File: src/rtl/alu_op_sequencer.sv
// Button-driven operation sequencer for the register file and ALU.
// Debounces the trigger, latches the opcode and issues registered strobes.
module alu_op_sequencer #(
  parameter int DB_CYCLES = 50000,
  parameter int DB_BITS   = 16,
  parameter int ALU_LAT   = 2
) (
  input  logic       clk,
  input  logic       reset,
  input  logic       btn_raw,
  input  logic [3:0] op,
  input  logic       auto_wb,
  output logic       load_a,
  output logic       load_b,
  output logic       swap,
  output logic       store,
  output logic       alu_trigger,
  output logic [3:0] op_q,
  output logic       busy,
  output logic       done,
  output logic [7:0] op_count
);

  typedef enum logic [2:0] {
    IDLE,
    DISPATCH,
    EXEC,
    WB,
    DONE,
    RELEASE
  } state_t;

  localparam int EW = (ALU_LAT > 1) ? $clog2(ALU_LAT) : 1;
  localparam logic [DB_BITS-1:0] DB_LAST = DB_BITS'(DB_CYCLES - 1);
  localparam logic [EW-1:0] EXEC_LAST = EW'(ALU_LAT - 1);

  logic sync1;
  logic sync2;
  logic btn_db;
  logic btn_db_q;
  logic [DB_BITS-1:0] db_cnt;
  logic press;

  always_ff @(posedge clk) begin
    if (reset) begin
      sync1    <= 1'b0;
      sync2    <= 1'b0;
      btn_db   <= 1'b0;
      btn_db_q <= 1'b0;
      db_cnt   <= '0;
    end else begin
      sync1    <= btn_raw;
      sync2    <= sync1;
      btn_db_q <= btn_db;
      if (sync2 == btn_db) begin
        db_cnt <= '0;
      end else if (db_cnt == DB_LAST) begin
        btn_db <= sync2;
        db_cnt <= '0;
      end else begin
        db_cnt <= db_cnt + DB_BITS'(1);
      end
    end
  end

  assign press = btn_db & ~btn_db_q;

  state_t state;
  state_t state_n;
  logic [EW-1:0] exec_cnt;
  logic [EW-1:0] exec_cnt_n;
  logic [3:0] op_n;
  logic is_alu;
  logic la_n;
  logic lb_n;
  logic sw_n;
  logic st_n;

  // Opcodes 1100..1111 address the register file; the rest go to the ALU.
  assign is_alu = ~(op_q[3] & op_q[2]);

  always_comb begin
    state_n    = state;
    op_n       = op_q;
    exec_cnt_n = exec_cnt;
    unique case (state)
      IDLE: begin
        if (press) begin
          op_n    = op;
          state_n = DISPATCH;
        end
      end
      DISPATCH: begin
        if (is_alu) begin
          state_n    = EXEC;
          exec_cnt_n = EXEC_LAST;
        end else begin
          state_n = DONE;
        end
      end
      EXEC: begin
        if (exec_cnt == '0) begin
          state_n = auto_wb ? WB : DONE;
        end else begin
          exec_cnt_n = exec_cnt - EW'(1);
        end
      end
      WB:      state_n = DONE;
      DONE:    state_n = RELEASE;
      RELEASE: begin
        if (!btn_db) state_n = IDLE;
      end
      default: state_n = IDLE;
    endcase
  end

  always_comb begin
    la_n = 1'b0;
    lb_n = 1'b0;
    sw_n = 1'b0;
    st_n = (state_n == WB);
    if (state_n == DISPATCH) begin
      unique case (1'b1)
        (op_n == 4'b1111): la_n = 1'b1;
        (op_n == 4'b1101): lb_n = 1'b1;
        (op_n == 4'b1110): sw_n = 1'b1;
        (op_n == 4'b1100): st_n = 1'b1;
        default: ;
      endcase
    end
  end

  // Outputs are registered from the next-state decode so they align with state.
  always_ff @(posedge clk) begin
    if (reset) begin
      state       <= IDLE;
      exec_cnt    <= '0;
      op_q        <= 4'd0;
      load_a      <= 1'b0;
      load_b      <= 1'b0;
      swap        <= 1'b0;
      store       <= 1'b0;
      alu_trigger <= 1'b0;
      busy        <= 1'b0;
      done        <= 1'b0;
      op_count    <= 8'd0;
    end else begin
      state       <= state_n;
      exec_cnt    <= exec_cnt_n;
      op_q        <= op_n;
      load_a      <= la_n;
      load_b      <= lb_n;
      swap        <= sw_n;
      store       <= st_n;
      alu_trigger <= (state_n == EXEC);
      busy        <= (state_n != IDLE);
      done        <= (state_n == DONE);
      op_count    <= op_count + 8'(state_n == DONE);
    end
  end

endmodule

File: config.mk
export PLATFORM = sky130hd
export DESIGN_NAME = alu_op_sequencer
export DESIGN_NICKNAME = d
export VERILOG_FILES = /design/src/rtl/alu_op_sequencer.sv
export SDC_FILE = /design/constraint.sdc
export NUM_CORES = 1
export LEC_CHECK = 0
export ABC_AREA = 1
export CORE_ASPECT_RATIO = 0.9
export CORE_MARGIN = 2
export CORE_UTILIZATION = 45
export DETAILED_ROUTE_END_ITERATION = 8
export PLACE_DENSITY_LB_ADDON = 0.12
export SLEW_MARGIN = 20
export SYNTH_ARGS = -nofsm -noshare
export SYNTH_HDL_FRONTEND = slang
export SYNTH_SLANG_ARGS = --single-unit
export TNS_END_PERCENT = 5
File: constraint.sdc
create_clock -name clk -period 2.6 [get_ports clk]
set_input_delay 0.39 -clock clk [delete_from_list [all_inputs] [get_ports clk]]
set_output_delay 0.39 -clock clk [all_outputs]
set_load 0.01 [all_outputs]
Word level (Yosys, flattened, before mapping)
Cells that the tools add are included.
- bits in registers: 43
- input port bits: 8
- output and inout bits: 19
- word-level logic and storage cells: 63
- add/sub/neg operators: 3
- eq/ne operators: 16
- multiplexer cells: 16
- bitwise logic cells: 5
- reductions and logical operators: 7
- operators by type and width (kind ; count):
    $pmux W3 S6 ; 1
    $add A16 B1 Y16 const B ; 1
    $eq A16 B16 Y1 const B ; 1
    $eq A4 B4 Y1 const B ; 4
    $mux W3 ; 5
    $eq A3 B2 Y1 const B ; 4
    $eq A3 B3 Y1 const B ; 3
    $add A8 B1 Y8 ; 1
    $mux W4 ; 2
    $mux W1 ; 7
    $eq A3 B1 Y1 const B ; 2
    $reduce_and A2 Y1 ; 2
    $logic_not A3 Y1 ; 1
    $not A1 Y1 ; 3
    $reduce_bool A3 Y1 ; 1
    $reduce_or A3 Y1 ; 1
    $and A1 B1 Y1 ; 2
    $ne A2 B2 Y1 const B ; 1
    $pmux W1 S2 ; 1
    $reduce_bool A2 Y1 ; 1
    $reduce_or A2 Y1 ; 1
    $eq A1 B1 Y1 ; 1
    $sub A1 B1 Y1 const B ; 1

Depth between registers and ports, before layout
- depth in word-level cells: 7
- depth in mapped cells: 16

Worst setup path after synthesis
No wires, ideal clock.
- path type: register to register
- start point: register op_q[3]
- end point: register op_count[6]
- setup time: 0.070 ns
- data arrival time: 1.857 ns
- required time: 2.530 ns
- slack: 0.673 ns
- stages on the path, launching flop included: 15
- buffers on the path: 0
- path through: dfxtp_1 inv_1 o211ai_1 nand2_1 inv_1 nand3_1 nor2_1 ha_1 ha_1 nand2_1 inv_1 nand2_1 nor3_1 o21ai_0 a21oi_1
- cells in the longest elaborated chain, start to end: 5
- ends and longest elaborated chain (what ; RTL line ; source):
    start: declaration ; 18 ; output logic [3:0] op_q,
    start signal: assignment ; 150 ; op_q <= op_n;
    $and A1 B1 Y1 ; 80 ; assign is_alu = ~(op_q[3] & op_q[2]);
    $mux W3 ; 94 ; if (is_alu) begin
    $pmux W3 S6 ; 86 ; unique case (state)
    $eq A3 B3 Y1 ; 158 ; op_count <= op_count + 8'(state_n == DONE);
    $add A8 B1 Y8 ; 158 ;
    end signal: assignment ; 158 ;
    end: declaration ; 21 ; output logic [7:0] op_count
Every way passes these cells.
A chain may end at the register's enable or synchronous reset.

Final worst setup path
- start point: input auto_wb
- end point: register op_count[6]
- cells in the longest elaborated chain, start to end: 5
- ends and longest elaborated chain (what ; RTL line ; source):
    start: declaration ; 12 ; input logic auto_wb,
    $mux W3 ; 103 ; state_n = auto_wb ? WB : DONE;
    $mux W3 ; 102 ; if (exec_cnt == '0) begin
    $pmux W3 S6 ; 86 ;
    $eq A3 B3 Y1 ; 158 ;
    $add A8 B1 Y8 ; 158 ;
Every way passes these cells.

==> impl_metrics.yaml <==
outcome:
  run_status: "complete, no violations"
route:
  firstDrtPassIters: 4
  vias: 1612
  drcViolationCount: 0
  routed_wl_mm: 3.68
  via_per_inst: 4.77
  drt_iter0_drc: 120
  wl_per_cell_um: 10.9
  ant_nets: 0
sta:
  maxSlewViolCount: 0
  timing.final.ws_setup_ns: 0.375
  max_freq_mhz: 449
  worstMarginPinSlew_ns: 0.438
  finalHoldViolations: 0
  fin_crit_ns: 2.22
  finalClockSkew_ns: 0.00618
  rsz0062_at_grt: "false"
  slew_headroom_pct: 70.5
  setup_viol: 0
  tns_ns: 0
  period_share_pct: 85.6
worst_setup_path:
  setup.worst_path.class: "in2reg"
  crit_family: "simple AND/OR/NAND/NOR gates"
  cp_data_arrival_time_ns: 2.46
  start_kind: "input port"
  end_kind: "flip-flop"
  critPathBufInv: 3
  crit_path_max_incr_delay_ns: 0.43
  cp_max_fo: 3
  crit_chain: "clkdlybuf4s50_1 -> nand2_1 -> o21ai_0 -> nand3_1 -> nand2_1 -> inv_1 -> nand3_1 -> nor2_1 -> ha_1 -> ha_1 -> nand2_1 -> inv_1 -> nand2_1 -> nor3_1 -> o21ai_0 -> a21oi_1"
  crit_required_ns: 2.84
  crit_slowest_cell: "clkdlybuf4s50_1"
  crit_top_cell: "nand2_1"
clock_tree:
  numCtsBuffers: 5
  cts_tree: "yes"
  clk-insertion-delay-late_ns: 0.30
  cts_max_level: 2
  cts_buffer_depth: 2
  cts_setup_buffers: 0
  hold_buffers: 0
  clock-sinks: 43
  post_cts_resized: 0
  cts_root_buf: "clkbuf_8"
  clkSlewWorstSetupHoldPaths_ns: 0.09
yosys:
  synth_cells: 258
  ys_types: 23
  avgSynthCellArea_sq_um: 7.26
  yosysWarnings: 0
  ys_ff_latch: 43
  synth_nets: 270
  ys_seq_area_share_pct: 45.9
  syn_area_sq_um: 1870
global_route:
  grt_pass1_vias: 1492
  grt_max_degree: 17
  grt_pass1_wl_mm: 6.51
  grt_use_total_pct: 17.7
  grt_overflow: 0
  antenna_found_initial: 0
cells_and_area:
  final_nets: 301
  synthToLayoutAreaGrowth_pct: 22.8
  multi_input_area_sq_um: 856
  diodes: 0
  seq_area_sq_um: 861
  drive_above_1_share_pct: 7.93
  num-fill-cells: 391
floorplanning:
  fp-row-count: 22
  fp.dieW_um: 72.0
  start_util_pct: 46.3
  die_h_um: 65.2
  ios: 27
  die_area_sq_um: 4700
  coreArea_sq_um: 4050
placement:
  place_ws_ns: 0.0588
  finalWeightedCongestion: 0.864
  dpl.hpwl_mm: 2.73
  io_buffer_count: 26
worst_hold_path:
  hp-class: "reg2reg"
power_and_ir_drop:
  irDropWorstVdd_v: 0.000388
  cellPowerDensity_nw_per_um2: 530
  power.total_mw: 1.22
  cellLeakagePower_nw: 0.862
run:
  maxCapViolCount: 0
==> worst min-delay path, cell delays in order, from the launching register on <==
cell     delay [ns]
dfxtp_1        0.30
inv_1          0.04
nor2_1         0.03
==> cell usage after synthesis (all sizes together) <==
cell type	number	share of area, %
a21oi	17	4.5
a31oi	1	0.33
buf	1	0.40
clkbuf	2	0.40
dfxtp	43	46
ha	4	2.7
inv	38	7.6
nand2	50	11
nand3	17	4.8
nand4	7	2.3
nor2	50	11
nor3	13	3.7
nor4	1	0.33
o211ai	1	0.40
o21ai	8	2.1
or2	1	0.33
xor2	4	1.9
==> final cells by class <==
type,count,share of cell area (%)
Inverter,38,6.20
Sequential cell,43,37.4
Clock inverter,3,2.01
Clock buffer,5,2.99
Multi-Input combinational cell,174,37.2
Tap cell,48,2.61
Timing Repair Buffer,27,11.6
==> path summary, 6_finish.rpt <==
path / from / endpoint / slack (ns) / depth (start not counted)
max: auto_wb / op_count[6] / 0.38 / 16
min: sync1 / sync2 / 0.41 / 2
max reg2reg: state[2] / op_count[6] / 0.43 / 14
min reg2reg: sync1 / sync2 / 0.41 / 2
==> layer usage <==
layer | vias up | wire (um) | GRT usage (%)
met5 | - | 0 | 0
met4 | 0 | 33 | 4.25
met3 | 6 | 147 | 6.44
met2 | 23 | 1530 | 25.9
met1 | 701 | 1970 | 24.8
li1 | 882 | - | -
==> state kept, by name (all words and copies together), names as in the netlist <==
| signal | cells |
|---|---|
| db_cnt | 16 |
| op_count | 8 |
| op_q | 4 |
| state | 3 |
| alu_trigger | 1 |
| btn_db | 1 |
| btn_db_q | 1 |
| busy | 1 |
| done | 1 |
| exec_cnt | 1 |
| load_a | 1 |
| load_b | 1 |
| store | 1 |
| swap | 1 |
| sync1 | 1 |
| sync2 | 1 |
==> power by group <==
group | internal, mW | switching (mW)
Combinational | 0.0129 | 0.0126
Sequential | 0.660 | 0.000813
Clock | 0.289 | 0.246
Total | 0.962 | 0.259
==> layout by cell type (no fill, tap or decap) <==
cell             synthesis  layout
ha_1                     4       4
o211ai_1                 1       1
nor2_2                   2       2
inv_2                    2       2
nor2_4                   3       3
inv_1                   36      36
nand4_1                  7       7
nand3_1                 16      16
or2_0                    1       1
nor4_1                   1       1
inv_6                    0       1
nand2_2                  5       5
clkbuf_8                 0       5
nand2_1                 45      45
nor2_1                  45      45
buf_4                    1       1
nor3_1                  12      12
clkinvlp_4               0       1
o21ai_0                  8       8
a21oi_1                 17      17
bufinv_16                0       1
a31oi_1                  1       1
clkdlybuf4s50_1          0      26
nand3_2                  1       1
dfxtp_1                 43      43
nor3_2                   1       1
xor2_1                   4       4
==> cells by family (layout without fill, tap and decap cells) <==
| logic type | Yosys count | in the layout | synth area share [%] |
|---|---|---|---|
| buffers and inverters | 41 | 73 | 8.41 |
| and+or+nand+nor | 139 | 139 | 33.7 |
| adders and majority gates | 4 | 4 | 2.67 |
| DFF | 43 | 43 | 45.9 |
| AOI/OAI and AO/OA | 27 | 27 | 7.41 |
| xor gates and xnor gates | 4 | 4 | 1.87 |
==> metrics by stage <==
step	cells	hold WS [ns]	utilization (%)	area [sq um]
2_1_floorplan	258	0.388	-	1870
3_3_place_gp	330	0.393	54.1	2190
3_5_place_dp	330	0.401	54.1	2190
4_1_cts	338	0.414	56.9	2300
5_1_grt	338	0.427	56.9	2300
6_report	338	0.412	56.9	2300
No activity file was read; power rests on OpenSTA's default activity.
